## src/rtl/eig_pkg.sv

```systemverilog
// Shared constants and state encodings for the eigenvector datapath.
package eig_pkg;

    localparam int unsigned DW   = 4;
    localparam int unsigned N    = 4;
    localparam int unsigned ACCW = 10;
    localparam int unsigned IDXW = $clog2(N);

    typedef enum logic [1:0] {
        MV_IDLE = 2'd0,
        MV_RUN  = 2'd1,
        MV_DONE = 2'd2
    } mv_state_e;

endpackage

```

## src/rtl/matvec_mac_cell.sv

```systemverilog
// Single multiply-accumulate lane: registered accumulator with clear/enable.
module matvec_mac_cell
    import eig_pkg::*;
(
    input  logic            i_clk,
    input  logic            i_rst,
    input  logic            i_clr,
    input  logic            i_en,
    input  logic [DW-1:0]   i_a,
    input  logic [DW-1:0]   i_b,
    output logic [ACCW-1:0] o_acc,
    output logic [ACCW-1:0] o_acc_next
);

    logic [2*DW-1:0] w_prod;
    logic [ACCW-1:0] r_acc;

    assign w_prod     = i_a * i_b;
    assign o_acc_next = r_acc + {{(ACCW - 2*DW){1'b0}}, w_prod};
    assign o_acc      = r_acc;

    // Accumulator: clear wins over enable so a row boundary always restarts at zero.
    always_ff @(posedge i_clk or posedge i_rst) begin
        if (i_rst) begin
            r_acc <= '0;
        end else if (i_clr) begin
            r_acc <= '0;
        end else if (i_en) begin
            r_acc <= o_acc_next;
        end
    end

endmodule

```

## src/rtl/matvec_mac_unit.sv

```systemverilog
// Sequential 4x4 matrix-vector multiplier, one MAC per cycle, with max tracking.
module matvec_mac_unit
    import eig_pkg::*;
(
    input  logic                  clk,
    input  logic                  reset,
    input  logic                  start,
    input  logic [N*N*DW-1:0]     a_flat,
    input  logic [N*DW-1:0]       v_in,
    output logic                  busy,
    output logic                  done,
    output logic [N*ACCW-1:0]     y_out,
    output logic [ACCW-1:0]       y_max,
    output logic [IDXW-1:0]       y_max_idx,
    output logic                  y_zero
);

    localparam logic [IDXW-1:0] LAST = IDXW'(N - 1);

    mv_state_e           r_state;
    logic [N*N*DW-1:0]   r_a;
    logic [N*DW-1:0]     r_v;
    logic [IDXW-1:0]     r_row;
    logic [IDXW-1:0]     r_col;
    logic [N*ACCW-1:0]   r_y_shadow;
    logic [ACCW-1:0]     r_run_max;
    logic [IDXW-1:0]     r_run_idx;
    logic                r_busy;
    logic                r_done;
    logic [N*ACCW-1:0]   r_y_out;
    logic [ACCW-1:0]     r_y_max;
    logic [IDXW-1:0]     r_y_max_idx;
    logic                r_y_zero;

    logic [DW-1:0]       w_a_elem;
    logic [DW-1:0]       w_v_elem;
    logic                w_row_end;
    logic                w_clr;
    logic                w_en;
    logic [ACCW-1:0]     w_acc;
    logic [ACCW-1:0]     w_acc_next;
    logic [N*ACCW-1:0]   w_y_shadow_next;
    logic [ACCW-1:0]     w_max_next;
    logic [IDXW-1:0]     w_idx_next;

    assign w_a_elem  = r_a[(N * 32'(r_row) + 32'(r_col)) * DW +: DW];
    assign w_v_elem  = r_v[32'(r_col) * DW +: DW];
    assign w_row_end = (r_state == MV_RUN) && (r_col == LAST);
    assign w_en      = (r_state == MV_RUN);
    assign w_clr     = ((r_state == MV_IDLE) && start) || w_row_end;

    matvec_mac_cell u_cell (
        .i_clk      (clk),
        .i_rst      (reset),
        .i_clr      (w_clr),
        .i_en       (w_en),
        .i_a        (w_a_elem),
        .i_b        (w_v_elem),
        .o_acc      (w_acc),
        .o_acc_next (w_acc_next)
    );

    // Row-completion view: shadow/max as they will be after this edge (strict > keeps lower index).
    always_comb begin
        w_y_shadow_next = r_y_shadow;
        w_max_next      = r_run_max;
        w_idx_next      = r_run_idx;
        if (w_row_end) begin
            w_y_shadow_next[32'(r_row) * ACCW +: ACCW] = w_acc_next;
            if (w_acc_next > r_run_max) begin
                w_max_next = w_acc_next;
                w_idx_next = r_row;
            end
        end
    end

    // Control FSM, counters, snapshot and registered outputs.
    always_ff @(posedge clk or posedge reset) begin
        if (reset) begin
            r_state     <= MV_IDLE;
            r_a         <= '0;
            r_v         <= '0;
            r_row       <= '0;
            r_col       <= '0;
            r_y_shadow  <= '0;
            r_run_max   <= '0;
            r_run_idx   <= '0;
            r_busy      <= 1'b0;
            r_done      <= 1'b0;
            r_y_out     <= '0;
            r_y_max     <= '0;
            r_y_max_idx <= '0;
            r_y_zero    <= 1'b1;
        end else begin
            r_done <= 1'b0;
            unique case (r_state)
                MV_IDLE: begin
                    if (start) begin
                        r_a       <= a_flat;
                        r_v       <= v_in;
                        r_row     <= '0;
                        r_col     <= '0;
                        r_run_max <= '0;
                        r_run_idx <= '0;
                        r_busy    <= 1'b1;
                        r_state   <= MV_RUN;
                    end
                end
                MV_RUN: begin
                    r_y_shadow <= w_y_shadow_next;
                    r_run_max  <= w_max_next;
                    r_run_idx  <= w_idx_next;
                    if (r_col == LAST) begin
                        r_col <= '0;
                        if (r_row == LAST) begin
                            r_state     <= MV_DONE;
                            r_done      <= 1'b1;
                            r_y_out     <= w_y_shadow_next;
                            r_y_max     <= w_max_next;
                            r_y_max_idx <= w_idx_next;
                            r_y_zero    <= (w_y_shadow_next == '0);
                        end else begin
                            r_row <= r_row + 1'b1;
                        end
                    end else begin
                        r_col <= r_col + 1'b1;
                    end
                end
                MV_DONE: begin
                    r_busy  <= 1'b0;
                    r_state <= MV_IDLE;
                end
                default: r_state <= MV_IDLE;
            endcase
        end
    end

    assign busy      = r_busy;
    assign done      = r_done;
    assign y_out     = r_y_out;
    assign y_max     = r_y_max;
    assign y_max_idx = r_y_max_idx;
    assign y_zero    = r_y_zero;

    // Accumulator value itself is only observed through o_acc_next.
    logic w_unused;
    assign w_unused = ^w_acc;

endmodule

```

## config.mk

```make
export PLATFORM = sky130hd
export DESIGN_NAME = matvec_mac_unit
export DESIGN_NICKNAME = d
export VERILOG_FILES = /design/src/rtl/eig_pkg.sv /design/src/rtl/matvec_mac_cell.sv /design/src/rtl/matvec_mac_unit.sv
export SDC_FILE = /design/constraint.sdc
export NUM_CORES = 1
export LEC_CHECK = 0
export ABC_CLOCK_PERIOD_IN_PS = 9100
export BUFFER_PORTS_ARGS = -buffer_cell sky130_fd_sc_hd__buf_2
export CORE_UTILIZATION = 45
export CTS_CLUSTER_DIAMETER = 120
export DETAILED_ROUTE_END_ITERATION = 10
export MAX_ROUTING_LAYER = met4
export PLACE_DENSITY_LB_ADDON = 0.1
export SYNTH_ARGS = -nofsm -noshare
export SYNTH_HDL_FRONTEND = slang
export SYNTH_SLANG_ARGS = --single-unit
```

## constraint.sdc

```tcl
create_clock -name clk -period 9.1 [get_ports clk]
set_clock_uncertainty 0.1 [all_clocks]
set_input_delay 0.455 -clock clk [delete_from_list [all_inputs] [get_ports clk]]
set_output_delay 0.455 -clock clk [all_outputs]
set_load 0.01 [all_outputs]
```

## Yosys cells after proc, flatten, opt, wreduce, memory -nomap -nowiden

Cells that the tools add are included.

| operators by class | value |
|---|---|
| equal/unequal tests | 8 |
| order comparisons | 1 |
| add/subtract/negate cells | 5 |
| reduce and logical (&&, ||, !) cells | 14 |
| multiplexer cells | 26 |
| multipliers | 2 |
| shift operators | 4 |

Operators by type and width:

| operator | number |
|---|---|
| variable part select 64 x 8 -> 4 bit | 1 |
| two-way mux 10 bit | 5 |
| bitwise mux 40 bit | 1 |
| zero test 40 bit | 1 |
| two-way mux 40 bit | 1 |
| variable shift 10 x 34 -> 40 bit (first input constant) | 1 |
| variable part select 10 x 34 -> 40 bit | 1 |
| negation 6 -> 34 bit | 1 |
| one-hot mux 10 bit (2 select lines) | 1 |
| two-way mux 2 bit | 9 |
| one-hot mux 2 bit (2 select lines) | 4 |
| variable part select 16 x 5 -> 4 bit | 1 |
| adder 10 x 8 -> 10 bit | 1 |
| > comparator 10 bit | 1 |
| multiplier 4 x 4 -> 8 bit | 1 |
| inequality test 2 bit (second input constant) | 4 |
| equality test 2 bit (second input constant) | 3 |
| AND reduction 2 bit | 3 |
| AND reduction 3 bit | 2 |
| nonzero test 2 bit | 3 |
| adder 4 x 2 -> 5 bit | 1 |
| multiplier 2 x 3 -> 5 bit (second input constant) | 1 |
| adder 2 x 1 -> 2 bit (second input constant) | 2 |
| two-way mux 1 bit | 4 |
| 6 further kinds | 7 |

| storage, ports and cells | value |
|---|---|
| input port bits | 83 |
| output and inout bits | 55 |
| register bits after elaboration | 203 |
| word-level logic and storage cells | 75 |

## Logic depth before layout (Yosys ltp)

| depth | value |
|---|---|
| depth after elaboration | 8 |
| depth in mapped cells | 28 |
| gate-level depth less buffers | 23 |

## By module

From an unflattened synthesis, not the netlist that was laid out.

| unflattened totals | value |
|---|---|
| cells, all modules | 1,066 |
| area total of the unflattened synthesis | 10,372.4 um2 |

By module, submodules not included:

| module | area each (um2) | cells an instance | sequential area each (um2) | instances |
|---|---|---|---|---|
| matvec_mac_unit | 9,046.2 | 918 | 4,830.9 | 1 |
| matvec_mac_cell | 1,326.3 | 148 | 250.2 | 1 |

## Least setup slack after synthesis

OpenSTA, ideal clock, no wires.

| timing path | value |
|---|---|
| path type | reg2reg |
| from | register r_col[0] |
| to | register r_y_max[5] (netlist: y_max[5]) |
| data required time | 8.918 ns |
| clock period less this slack | 6.946 ns |
| setup slack | 2.154 ns |
| stages on the path, launching flop included | 23 |
| library setup time | 0.082 ns |
| arrival | 6.764 ns |
| cells stage by stage | dfrtp_1 -> buf_1 -> mux4_2 -> mux4_2 -> nand2_1 -> fa_1 -> fa_1 -> fa_1 -> inv_1 -> ha_1 -> a21oi_1 -> o211a_4 -> o21ai_1 -> xnor2_1 -> inv_1 -> ha_1 -> nand4_1 -> nor3_1 -> a2111oi_0 -> a311oi_1 -> clkbuf_1 -> nand2_1 -> a31oi_1 |

| between the ends | value |
|---|---|
| cells in the longest elaborated chain, start to end | 7 |
| elaborated cells between the ends (all ways) | 11 |
| classes of those cells | add/sub: 2; mul: 1; order compare: 1; eq/ne: 1; shift: 2; mux: 2; reduce/logical: 2 |

Ends and longest elaborated chain:

| what | RTL line | source |
|---|---|---|
| from (decl) | matvec_mac_unit.sv:24 | `logic [IDXW-1:0] r_col;` |
| from (signal assigned) | matvec_mac_unit.sv:126 | `r_col <= r_col + 1'b1;` |
| adder 4 x 2 -> 5 bit | matvec_mac_unit.sv:46 | `assign w_a_elem = r_a[(N * 32'(r_row) + 32'(r_col)) * DW +: DW];` |
| variable part select 64 x 8 -> 4 bit | matvec_mac_unit.sv:46 |  |
| multiplier 4 x 4 -> 8 bit | matvec_mac_cell.sv:18 | `assign w_prod = i_a * i_b;` |
| adder 10 x 8 -> 10 bit | matvec_mac_cell.sv:19 | `assign o_acc_next = r_acc + {{(ACCW - 2*DW){1'b0}}, w_prod};` |
| > comparator 10 bit | matvec_mac_unit.sv:70 | `if (w_acc_next > r_run_max) begin` |
| two-way mux 10 bit | matvec_mac_unit.sv:70 |  |
| two-way mux 10 bit | matvec_mac_unit.sv:68 | `if (w_row_end) begin` |
| to (signal assigned) | matvec_mac_unit.sv:119 | `r_y_max <= w_max_next;` |
| to (decl) | matvec_mac_unit.sv:31 | `logic [ACCW-1:0] r_y_max;` |

Several ways; a longest one is shown, not always the timed one.
A chain may end at the register's enable or synchronous reset.

## Final worst setup path

| timing path | value |
|---|---|
| from | register r_col[0] |
| to | register r_run_idx[1] |

| between the ends | value |
|---|---|
| cells in the longest elaborated chain, start to end | 8 |
| elaborated cells between the ends (all ways) | 11 |
| classes of those cells | add/sub: 2; mul: 1; order compare: 1; eq/ne: 1; shift: 2; mux: 3; reduce/logical: 1 |

Ends and longest elaborated chain:

| what | RTL line | source |
|---|---|---|
| adder 4 x 2 -> 5 bit | matvec_mac_unit.sv:46 |  |
| variable part select 64 x 8 -> 4 bit | matvec_mac_unit.sv:46 |  |
| multiplier 4 x 4 -> 8 bit | matvec_mac_cell.sv:18 |  |
| adder 10 x 8 -> 10 bit | matvec_mac_cell.sv:19 |  |
| > comparator 10 bit | matvec_mac_unit.sv:70 |  |
| two-way mux 2 bit | matvec_mac_unit.sv:70 |  |
| two-way mux 2 bit (*) | matvec_mac_unit.sv:68 |  |
| one-hot mux 2 bit (2 select lines) (*) | matvec_mac_unit.sv:96 | `unique case (r_state)` |
| to (signal assigned) | matvec_mac_unit.sv:112 | `r_run_idx <= w_idx_next;` |
| to (decl) | matvec_mac_unit.sv:27 | `logic [IDXW-1:0] r_run_idx;` |

Mark *: on every way between the ends. The rest lies on a longest branch, timed or not.

==> flow_metrics.env <==
export IMPL_status="finished, final reports clean"
export IMPL_cts_resized=0
export IMPL_yosys_top_cells_area="dfrtp_1, mux2_2, nand2_1, mux4_2, ha_1"
export IMPL_synth_cell_types=86
export IMPL_initial_core_util=0.464
export IMPL_synth_commonest_cells="dfrtp_1, nand2_1, mux2_2"
export IMPL_cts_tree="yes"
export IMPL_synth_flop_cell="dfrtp_1"
export IMPL_synth_fp_nets=1095
export IMPL_hpwlAfterDp_um=20700
export IMPL_place_inst=1372
export IMPL_yosys_mux_area_fraction=0.149
export IMPL_cp_end_kind="register"
export IMPL_ys_ff_latch=203
export IMPL_period_minus_slack_ps=7910
export IMPL_routed_wl_um=28500
export IMPL_grt_max_degree=137
export IMPL_period_share=0.869
export IMPL_synth_top_area_frac=0.476
export IMPL_rsz0062_at_grt="no"
export IMPL_ant_nets=0
export IMPL_async_reset_ff_frac=1.00
export IMPL_cts_max_path_buffers=3
export IMPL_first_iter_violations=663
export IMPL_syn_inst=968
export IMPL_critPathLaunchType="register"
export IMPL_clkSlewWorstSetupHoldPaths_ps=60
export IMPL_htreeDepth=1
export IMPL_wl_per_cell_um=20.2
export IMPL_clock_sinks=203
export IMPL_postCtsSetupBuffers=0
export IMPL_coreArea_um2=22800
export IMPL_synth_area_per_cell_um2=11.0
export IMPL_met3_length_um=1770
export IMPL_critPathRequiredTime_ps=9420
export IMPL_final_seq_area_um2=5080
export IMPL_yosys_warnings=0
export IMPL_r2r_end="r_run_idx[1]"
export IMPL_slew_violations=0
export IMPL_synth_top_family_by_area="multiplexers"
export IMPL_slowest_delay_ps=670
export IMPL_netlist_area_um2=10600
export IMPL_nets=1211
export IMPL_synthSimpleGateAreaFrac=0.131
export IMPL_crit_end="r_run_idx[1]"
export IMPL_grt_pass1_vias=8079
export IMPL_drc=0
export IMPL_vias_per_cell=5.62
export IMPL_ctsHoldBuffers=0
export IMPL_firstDrtPassIters=5
export IMPL_tns_ps=0
export IMPL_groute_usage_overall=0.254
export IMPL_pin_count=138
export IMPL_routed_wl_met2_um=13300
export IMPL_topRoutingLayerUsed="met4"
export IMPL_multi_input_comb_area_um2=5110
export IMPL_num_rows=55
export IMPL_synth_seq_area_share=0.479
export IMPL_gp_congestion=0.927
export IMPL_clk_latency_ps=520
export IMPL_synth_compound_area_share=0.136
export IMPL_wl_met1_um=12700
export IMPL_grt_ovfl_total=0
export IMPL_startpoint="r_col[0]"
export IMPL_die_w_um=156
export IMPL_synth_xor_area_frac=0.00507
export IMPL_grt_pass1_wl_um=46000
export IMPL_fmaxAchievable_mhz=126
export IMPL_arrival_ps=8230
export IMPL_antenna_found_initial=2
export IMPL_hold_viol=0
export IMPL_dieHeight_um=156
export IMPL_hp_class="in -> async"
export IMPL_vias=7951
export IMPL_r2r_start="r_col[0]"
export IMPL_drv_cap=0
export IMPL_slew_headroom=0.269
export IMPL_synth_most_common_cell="dfrtp_1"
export IMPL_worstMarginPinSlew_ps=1100
export IMPL_dieArea_um2=24200
export IMPL_area_growth_pct=15.9
export IMPL_cts_root_buf="clkbuf_16"
export IMPL_portBuffers=137
export IMPL_yosys_area_share_adder=0.0583
export IMPL_drive_gt1_frac=0.301
export IMPL_holdWs_ps=31.0
export IMPL_crit_path_cell_trace="buf_4, mux4_2, mux4_2, nand2_1, fa_1, fa_1, fa_1, inv_1, ha_1, a21oi_1, o211a_4, o21ai_1, xnor2_1, buf_4, inv_1, ha_1, nand4_1, nor3_1, a2111oi_0, a311o_1, buf_4, a21o_1, nand2_1, o21ai_0"
export IMPL_setup_viol_count_final=0
export IMPL_yosys_area_top_type="dfrtp_1"
export IMPL_critPathMaxFanout=16
export IMPL_slowest_stage="a2111oi_0"
export IMPL_worstRegToRegCells=24
export IMPL_path_class="reg -> reg"
export IMPL_cts_made_buffers=23
export IMPL_fill_cells=2086
export IMPL_stdcell_count=1414
export IMPL_synth_edf_count=0
export IMPL_timing_reg2reg_setup_slack_ps=1190
==> kinds of logic (layout without fill, tap and decap cells) <==
group | count (synthesis) | after routing
other | 0 | 2
flip-flops | 203 | 203
buffers and inverters | 114 | 245
multiplexers | 117 | 117
XOR/XNOR | 4 | 4
AND/OR/NAND/NOR | 295 | 295
AO/OA/AOI/OAI | 191 | 191
adder cells (fa/ha/maj) | 44 | 44
==> critical path: cells and delay by family (launching register included) <==
family	cells	cell delay [ps]
adders and majority gates	5	2130
and+or+nand+nor	4	420
buffers and inverters	5	910
xor gates and xnor gates	1	230
muxes	2	1070
AOI/OAI and AO/OA	7	2320
DFF	1	600
==> cell type report <==
cell class | count | share of cell area
Inverter | 56 | 0.0179
Tap cell | 313 | 0.0318
Timing Repair Buffer | 149 | 0.0631
Clock buffer | 28 | 0.0499
Antenna cell | 2 | 0.000407
Clock inverter | 12 | 0.00804
Sequential cell | 203 | 0.413
Multi-Input combinational cell | 651 | 0.416
==> state kept, by name, summed over array words and instances, names as in the netlist <==
register	cells
r_run_idx	2
r_row	2
r_a	64
r_run_max	10
done	1
r_y_shadow	40
r_state	2
y_zero	1
u_cell.o_acc	10
r_col	2
r_v	16
y_max_idx	2
y_max	10
busy	1
y_out	40
==> layout by cell type, fill, tap and decap left out, types with 11 or more instances in the layout <==
cell type	n
dfrtp_1	202
inv_1	52
a21oi_1	18
o21ai_0	37
buf_4	12
a22o_1	24
ha_1	35
mux2_2	89
nor2_1	42
clkbuf_16	23
a31oi_1	17
nor3_1	11
mux4_2	24
buf_2	137
and2_1	19
nand2_1	149
==> routing by layer <==
layer,track usage,vias up
met5,-,-
met4,0.0705,0
met3,0.0428,57
met2,0.395,273
met1,0.344,3904
li1,-,3717
==> per-stage QoR <==
stage,instance area [um2],setup WS (ps),util
global route,12300,558,0.538
detailed placement,11600,1280,0.507
global placement,11600,1520,0.507
floorplan,10600,2150,-
finish,12300,1190,0.538
CTS,12300,1220,0.538
==> worst min-delay path by stage <==
stage          cells past startpoint             end
6_report                           2        y_max[2]
5_1_grt                            2          r_a[9]
4_1_cts                            2         r_v[12]
3_5_place_dp                       2       y_out[35]
3_3_place_gp                       2       y_out[22]
2_1_floorplan                      2  r_y_shadow[27]
Power is not shown: default switching activity piles up to over one toggle a cycle in this logic, so the estimate is an artifact.
